<file path="src/rtl/uart_tx_arbiter_if.sv">
// rtl/uart_tx_arbiter_if.sv - producer and uart byte-write bundle for uart_tx_arbiter
//
// Purpose: groups the byte producers' request lines and the uart wrapper's
// byte-write port into one bundle.
//   req_data   8*NUM_REQ  byte from requester i at [8i+7:8i]
//   req_valid  NUM_REQ    requester i has a byte
//   req_ready  NUM_REQ    one-hot accept strobe back to the requesters
//   uart_data  8          byte presented to the uart wrapper
//   uart_valid 1          byte pending at the uart wrapper
//   uart_ack   1          one-cycle accept pulse from the uart wrapper
// Modports: master = environment (producers + uart wrapper), slave = arbiter.
interface uart_tx_arbiter_if #(
  parameter int NUM_REQ = 4
);
  logic [8*NUM_REQ-1:0] req_data;
  logic [NUM_REQ-1:0]   req_valid;
  logic [NUM_REQ-1:0]   req_ready;
  logic [7:0]           uart_data;
  logic                 uart_valid;
  logic                 uart_ack;

  modport master (
    output req_data, req_valid, uart_ack,
    input  req_ready, uart_data, uart_valid
  );

  modport slave (
    input  req_data, req_valid, uart_ack,
    output req_ready, uart_data, uart_valid
  );
endinterface

</file>
<file path="src/rtl/uart_tx_arbiter.sv">
// rtl/uart_tx_arbiter.sv - round-robin arbiter sharing one uart byte-write port
//
// Purpose: grants the single uart byte port to one of NUM_REQ producers per
// byte, round-robin, with one byte in flight. IDLE -> SEND -> GAP -> IDLE.
// Optional line lock (macro UART_ARB_LOCK_EN): a producer keeps the port
// until it sends 8'h0A or stays quiet for LOCK_TIMEOUT idle cycles.
// Ports:
//   clk       system clock
//   rst_n     synchronous active-low reset
//   bus       uart_tx_arbiter_if.slave (req_data/req_valid/req_ready,
//             uart_data/uart_valid/uart_ack)
//   grant_id  index of the requester owning the current/last byte
//   busy      high whenever the FSM is not in IDLE
module uart_tx_arbiter #(
  parameter int NUM_REQ      = 4,
  parameter int LOCK_TIMEOUT = 256
) (
  input  logic              clk,
  input  logic              rst_n,
  uart_tx_arbiter_if.slave  bus,
  output logic [2:0]        grant_id,
  output logic              busy
);

  if (NUM_REQ < 2 || NUM_REQ > 8 || LOCK_TIMEOUT < 1) begin : g_bad_param
    $error("uart_tx_arbiter: NUM_REQ must be 2..8 and LOCK_TIMEOUT >= 1");
  end

  typedef enum logic [1:0] {IDLE, SEND, GAP} state_e;

  state_e     state_q, state_d;
  logic [7:0] uart_data_q, uart_data_d;
  logic       uart_valid_q, uart_valid_d;
  logic [2:0] grant_q, grant_d;
  logic [2:0] rr_ptr_q, rr_ptr_d;

  logic [NUM_REQ-1:0] eligible;
  logic [7:0]         elig8;
  logic               pick_found;
  logic [2:0]         pick_idx;
  logic [7:0]         pick_byte;
  logic               accept;
  logic [2:0]         next_ptr;
  logic               rr_hold;

  assign elig8 = 8'(eligible);

  // Scan rr_ptr, rr_ptr+1, ... downward so the candidate closest to the
  // pointer is the last one written and therefore wins.
  always_comb begin
    logic [3:0] sum;
    sum        = 4'd0;
    pick_found = 1'b0;
    pick_idx   = 3'd0;
    for (int k = NUM_REQ - 1; k >= 0; k--) begin
      sum = {1'b0, rr_ptr_q} + 4'(k);
      if (sum >= 4'(NUM_REQ)) begin
        sum = sum - 4'(NUM_REQ);
      end
      if (elig8[sum[2:0]]) begin
        pick_found = 1'b1;
        pick_idx   = sum[2:0];
      end
    end
  end

  assign pick_byte     = bus.req_data[{pick_idx, 3'b000} +: 8];
  assign accept        = (state_q == IDLE) && pick_found;
  assign next_ptr      = (pick_idx == 3'(NUM_REQ - 1)) ? 3'd0 : pick_idx + 3'd1;
  assign bus.req_ready = accept ? (NUM_REQ'(1) << pick_idx) : '0;

`ifdef UART_ARB_LOCK_EN
  localparam int CNT_W = $clog2(LOCK_TIMEOUT + 1);

  logic             lock_q, lock_d;
  logic [2:0]       lock_id_q, lock_id_d;
  logic [CNT_W-1:0] cnt_q, cnt_d;
  logic [7:0]       valid8;

  assign valid8   = 8'(bus.req_valid);
  assign eligible = lock_q ? (bus.req_valid & (NUM_REQ'(1) << lock_id_q)) : bus.req_valid;

  always_comb begin
    lock_d    = lock_q;
    lock_id_d = lock_id_q;
    cnt_d     = cnt_q;
    rr_hold   = 1'b0;
    if (accept) begin
      cnt_d = '0;
      if (pick_byte == 8'h0A) begin
        lock_d = 1'b0;
      end else begin
        // Pointer stays put while a line is open so release resumes fairly.
        lock_d    = 1'b1;
        lock_id_d = pick_idx;
        rr_hold   = 1'b1;
      end
    end else if (lock_q && state_q == IDLE && !valid8[lock_id_q]) begin
      // The cycle that completes LOCK_TIMEOUT quiet cycles drops the lock.
      if (cnt_q >= CNT_W'(LOCK_TIMEOUT - 1)) begin
        lock_d = 1'b0;
        cnt_d  = '0;
      end else begin
        cnt_d = cnt_q + 1'b1;
      end
    end
  end

  always_ff @(posedge clk) begin
    if (!rst_n) begin
      lock_q    <= 1'b0;
      lock_id_q <= 3'd0;
      cnt_q     <= '0;
    end else begin
      lock_q    <= lock_d;
      lock_id_q <= lock_id_d;
      cnt_q     <= cnt_d;
    end
  end
`else
  assign eligible = bus.req_valid;
  assign rr_hold  = 1'b0;
`endif

  always_comb begin
    state_d      = state_q;
    uart_data_d  = uart_data_q;
    uart_valid_d = uart_valid_q;
    grant_d      = grant_q;
    rr_ptr_d     = rr_ptr_q;
    case (state_q)
      IDLE: begin
        if (pick_found) begin
          uart_data_d  = pick_byte;
          grant_d      = pick_idx;
          uart_valid_d = 1'b1;
          state_d      = SEND;
          if (!rr_hold) begin
            rr_ptr_d = next_ptr;
          end
        end
      end
      SEND: begin
        if (bus.uart_ack) begin
          uart_valid_d = 1'b0;
          state_d      = GAP;
        end
      end
      GAP: begin
        // Wrapper needs valid low for a cycle between bytes.
        state_d = IDLE;
      end
      default: begin
        uart_valid_d = 1'b0;
        state_d      = IDLE;
      end
    endcase
  end

  always_ff @(posedge clk) begin
    if (!rst_n) begin
      state_q      <= IDLE;
      uart_data_q  <= 8'd0;
      uart_valid_q <= 1'b0;
      grant_q      <= 3'd0;
      rr_ptr_q     <= 3'd0;
    end else begin
      state_q      <= state_d;
      uart_data_q  <= uart_data_d;
      uart_valid_q <= uart_valid_d;
      grant_q      <= grant_d;
      rr_ptr_q     <= rr_ptr_d;
    end
  end

  assign bus.uart_data  = uart_data_q;
  assign bus.uart_valid = uart_valid_q;
  assign grant_id       = grant_q;
  assign busy           = (state_q != IDLE);

endmodule

</file>
<file path="src/flat_wrapper.sv">
// flat-port wrapper written by rule: the top's interface ports become plain ports
module uart_tx_arbiter_flat 
#(
  parameter int NUM_REQ      = 4,
  parameter int LOCK_TIMEOUT = 256
)
  (clk, rst_n, grant_id, busy, bus_req_data, bus_req_valid, bus_uart_ack, bus_req_ready, bus_uart_data, bus_uart_valid);
  uart_tx_arbiter_if #(.NUM_REQ(NUM_REQ)) bus_i ();
  input  logic clk;
  input  logic rst_n;
  output logic [2:0] grant_id;
  output logic busy;
  input wire logic [$bits(bus_i.req_data)-1:0] bus_req_data;
  input wire logic [$bits(bus_i.req_valid)-1:0] bus_req_valid;
  input wire logic [$bits(bus_i.uart_ack)-1:0] bus_uart_ack;
  output wire logic [$bits(bus_i.req_ready)-1:0] bus_req_ready;
  output wire logic [$bits(bus_i.uart_data)-1:0] bus_uart_data;
  output wire logic [$bits(bus_i.uart_valid)-1:0] bus_uart_valid;
  assign bus_i.req_data = bus_req_data;
  assign bus_i.req_valid = bus_req_valid;
  assign bus_i.uart_ack = bus_uart_ack;
  assign bus_req_ready = bus_i.req_ready;
  assign bus_uart_data = bus_i.uart_data;
  assign bus_uart_valid = bus_i.uart_valid;
  uart_tx_arbiter #(.NUM_REQ(NUM_REQ), .LOCK_TIMEOUT(LOCK_TIMEOUT)) u_core (.clk(clk), .rst_n(rst_n), .bus(bus_i), .grant_id(grant_id), .busy(busy));
endmodule
</file>
<file path="config.mk">
export PLATFORM = sky130hd
export DESIGN_NAME = uart_tx_arbiter_flat
export DESIGN_NICKNAME = d
export VERILOG_FILES = /design/src/rtl/uart_tx_arbiter_if.sv /design/src/rtl/uart_tx_arbiter.sv /design/src/flat_wrapper.sv
export SDC_FILE = /design/constraint.sdc
export NUM_CORES = 1
export LEC_CHECK = 0
export CORE_UTILIZATION = 30
export CTS_CLUSTER_DIAMETER = 80
export DETAILED_ROUTE_END_ITERATION = 8
export GPL_TIMING_DRIVEN = 0
export HOLD_SLACK_MARGIN = 0.06
export PLACE_DENSITY = 0.6
export SLEW_MARGIN = 10
export SYNTH_ARGS = -nofsm -noshare
export SYNTH_HDL_FRONTEND = slang
export SYNTH_SLANG_ARGS = --single-unit
export TNS_END_PERCENT = 5
</file>
<file path="constraint.sdc">
create_clock -name clk -period 4.4 [get_ports clk]
set_clock_uncertainty 0.2 [all_clocks]
set_input_delay 0.44 -clock clk [delete_from_list [all_inputs] [get_ports clk]]
set_output_delay 0.44 -clock clk [all_outputs]
set_load 0.02 [all_outputs]
</file>
==> reports/results.txt, run 1 <==
RR Endpoint -> u_core.bus.uart_data[6]
Critical Path RT -> 3760 ps
Seq/Total Area, Yosys -> 26.7%
Post-Syn Instances -> 139
proportion of power drawn by the clock network -> 9.7%
CP top delay family -> buffers and inverters
Routed WL -> 3910 um
gr ovfl total -> 0
RSZ-0062 raised after global routing -> no
DRC viols -> 0
Seq pwr share -> 18.8%
top sig layer -> met4
fin crit share -> 95.8%
crit path max fanout -> 10
hold_ws -> 268 ps
clock sinks -> 17
initial core utilization -> 31.6%
Post-synth EDFFs -> 0
Min Clock Period, post-route -> 4210 ps
#FFs+latches synth -> 17
status -> finished, final reports clean
Row Count -> 23
NetSw -> 589 uW
Fmax achieved -> 0.237 GHz
slowest cell on the critical path -> clkdlybuf4s50_1
area delta synth->final -> 53.7%
largest vdd supply drop -> 0.000362 V
CTS Buffer Depth -> 2
internal reg-to-reg setup slack -> 1040 ps
Final Hold Viols -> 0
Syn Area/Cell -> 9.15 um^2
clk_lat worst skew -> 260 ps
synth top area cells -> dfxtp_1 (27%), mux2i_1 (9.4%), a2111oi_2 (8.3%), a211oi_1 (5.9%), a21boi_0 (4.7%)
Port Buffers -> 55
drt pass-1 iters -> 4
Post-Syn Nets -> 180
WS Path Type -> reg2out
power per standard cell area -> 659 nW/um^2
Async SR Flop Fraction -> 0%
largest stage delay on the critical path -> 630 ps
mapped cell area -> 1270 um^2
worst min path class -> reg2reg
GRT Util Overall -> 19.5%
internal power -> 699 uW
Starting DRT DRC Count -> 38
most frequent cell after synthesis -> dfxtp_1
Die W -> 67.1 um
Startpoint Class -> register
met1 wire length -> 1820 um
chip height -> 67.1 um
die area -> 4510 um^2
Relative slew margins -> 55.7%
number of max-cap violations -> 0
YS warnings -> 0
CP endpoint -> bus_req_ready[0]
DR WL met2 -> 1850 um
vias per cell -> 5.29
metal3 WL -> 212 um
TritonCTS clock tree -> built
Cell variety after synth -> 44
H-tree Lvls -> 1
switch share -> 45.7%
Reg clk slew, reported paths -> 80 ps
Critical Path AT -> 3570 ps
initial antenna violation count -> 0
Worst-Margin Slew -> 665 ps
CP Buf/Inv Count -> 7
largest net degree at the start of global routing -> 12
worst reg-to-reg path cell count -> 12
R2R Path Start -> u_core.rr_ptr_q[0]
endpoints failing setup -> 0
CTS Buf Count -> 3
core area -> 4030 um^2
top_reg_cell synth -> dfxtp_1
Crit. Startpoint -> u_core.rr_ptr_q[0]
fraction of layout cells with a size suffix above 1 -> 16.7%
hpwl dp -> 3000 um
routed len/inst -> 15.8 um
Final TNS setup -> 0 ps
Leakage -> 0.750 nW
Slew Viols, Final -> 0
via count -> 1312
WP depth -> 13
IO Count -> 56
global-route wire length before repair -> 6610 um
Synth area leader -> dfxtp_1
CTS root buf -> clkbuf_8
vias in the first global route -> 1361
Synth top area share -> 26.7%
Layout Nets -> 240
top cells by count, synth -> dfxtp_1 (17), nor2_1 (15), mux2i_1 (12)
crit end category -> output port
Final Wtd Congestion -> 0.929
Comb pwr share -> 71.5%
crit-path cells -> buf_6 > clkbuf_4 > inv_2 > ha_1 > buf_2 > mux4_2 > o21ai_2 > o21ai_2 > and2_1 > buf_6 > clkbuf_4 > nor3_1 > clkdlybuf4s50_1
Detail Route Antenna Nets -> 0
Ant. Diodes -> 0
==> power by group through the flow <==
stage | registers [mW] | clock network [mW] | logic, mW
final | 0.242 | 0.125 | 0.921
after global routing | 0.248 | 0.136 | 1.00
after CTS | 0.242 | 0.129 | 0.922
after detailed placement | 0.244 | 0 | 0.911
after global placement | 0.242 | 0 | 0.902
after floorplan | 0.294 | 0 | 0.581
==> final cells by class <==
cell class	instances	area (um^2)
plain buffers	10	80.1
clock buffers	3	41.3
clock inverters	1	7.51
fillers	410	2070
inverters	5	18.8
multi-input cells	107	851
flip-flops and latches	17	340
well taps	50	62.6
repair buffers	55	554
==> worst min path at each step <==
stage | startpoint | to | slack, ps | cells past startpoint
finish | u_core.grant_id[1] | u_core.grant_id[1] | 270 | 2
global route | u_core.grant_id[0] | u_core.grant_id[0] | 300 | 2
CTS | u_core.grant_id[1] | u_core.grant_id[1] | 260 | 2
detailed placement | u_core.grant_id[1] | u_core.grant_id[1] | 250 | 2
global placement | u_core.grant_id[0] | u_core.grant_id[0] | 250 | 2
floorplan | u_core.state_q[0] | u_core.state_q[1] | 240 | 2
==> flip-flops by register name, summed over array words and instances, names as in the netlist <==
signal,cells
u_core.grant_id,3
u_core.bus.uart_valid,1
u_core.bus.uart_data,8
u_core.rr_ptr_q,3
u_core.state_q,2
==> placed cells by master (no fill, tap or decap), types with 3 or more instances in the layout <==
cell,instances
clkdlybuf4s50_1,52
nand2b_1,3
clkbuf_8,3
mux2i_1,12
buf_2,3
a21oi_1,6
nand2_1,7
mux2_2,3
a211oi_1,10
o21ai_0,3
a2111oi_2,7
nor2_1,15
inv_1,4
and3_1,3
a21boi_0,8
dfxtp_1,17
==> repair_timing <==
action	CTS	global route
endpoints found under the setup margin	4	3
buffers inserted	0	0
hold buffers	0	0
gates resized for setup	3	4
cloned	0	0
==> stage by stage <==
step                util [%]  instances  instance area [um^2]  setup WS, ps  total power, mW
floorplan                  -        139                  1270           834            0.874
global placement        46.8        244                  1890           212             1.14
detailed placement      46.8        244                  1890           162             1.16
CTS                     48.3        248                  1940          3.10             1.29
global route            48.5        248                  1960          9.45             1.38
finish                  48.5        248                  1960           186             1.29
==> cell families after synthesis <==
| family | Yosys count | synth area share (%) |
|---|---|---|
| xor gates and xnor gates | 1 | 0.688 |
| DFF | 17 | 26.7 |
| AOI/OAI and AO/OA | 45 | 30.4 |
| muxes | 17 | 15.6 |
| and+or+nand+nor | 42 | 17.0 |
| adders and majority gates | 2 | 1.97 |
| buffers and inverters | 15 | 7.57 |
==> routing by layer <==
layer  track usage, %  up-vias
met4             4.52        0
met2             32.9       39
met1             24.7      620
li1                 -      648
met3             4.97        5
met5                0        -
==> worst reg2reg max path, stage by stage, from the launching register on <==
cell	delay (ps)
dfxtp_1	350
buf_6	130
clkbuf_4	210
inv_2	60
ha_1	260
buf_2	190
mux2_2	350
o32ai_1	300
o311ai_1	200
and2_1	200
buf_2	150
nor2_2	460
a211oi_1	170
Note: power is estimated with default switching activity, not from simulation.
==> run 2: changes to the inputs <==
- TNS_END_PERCENT: 5 -> unset
==> results of run 2 <==
The final DEF is identical to that of run 1; final timing and power are the same.
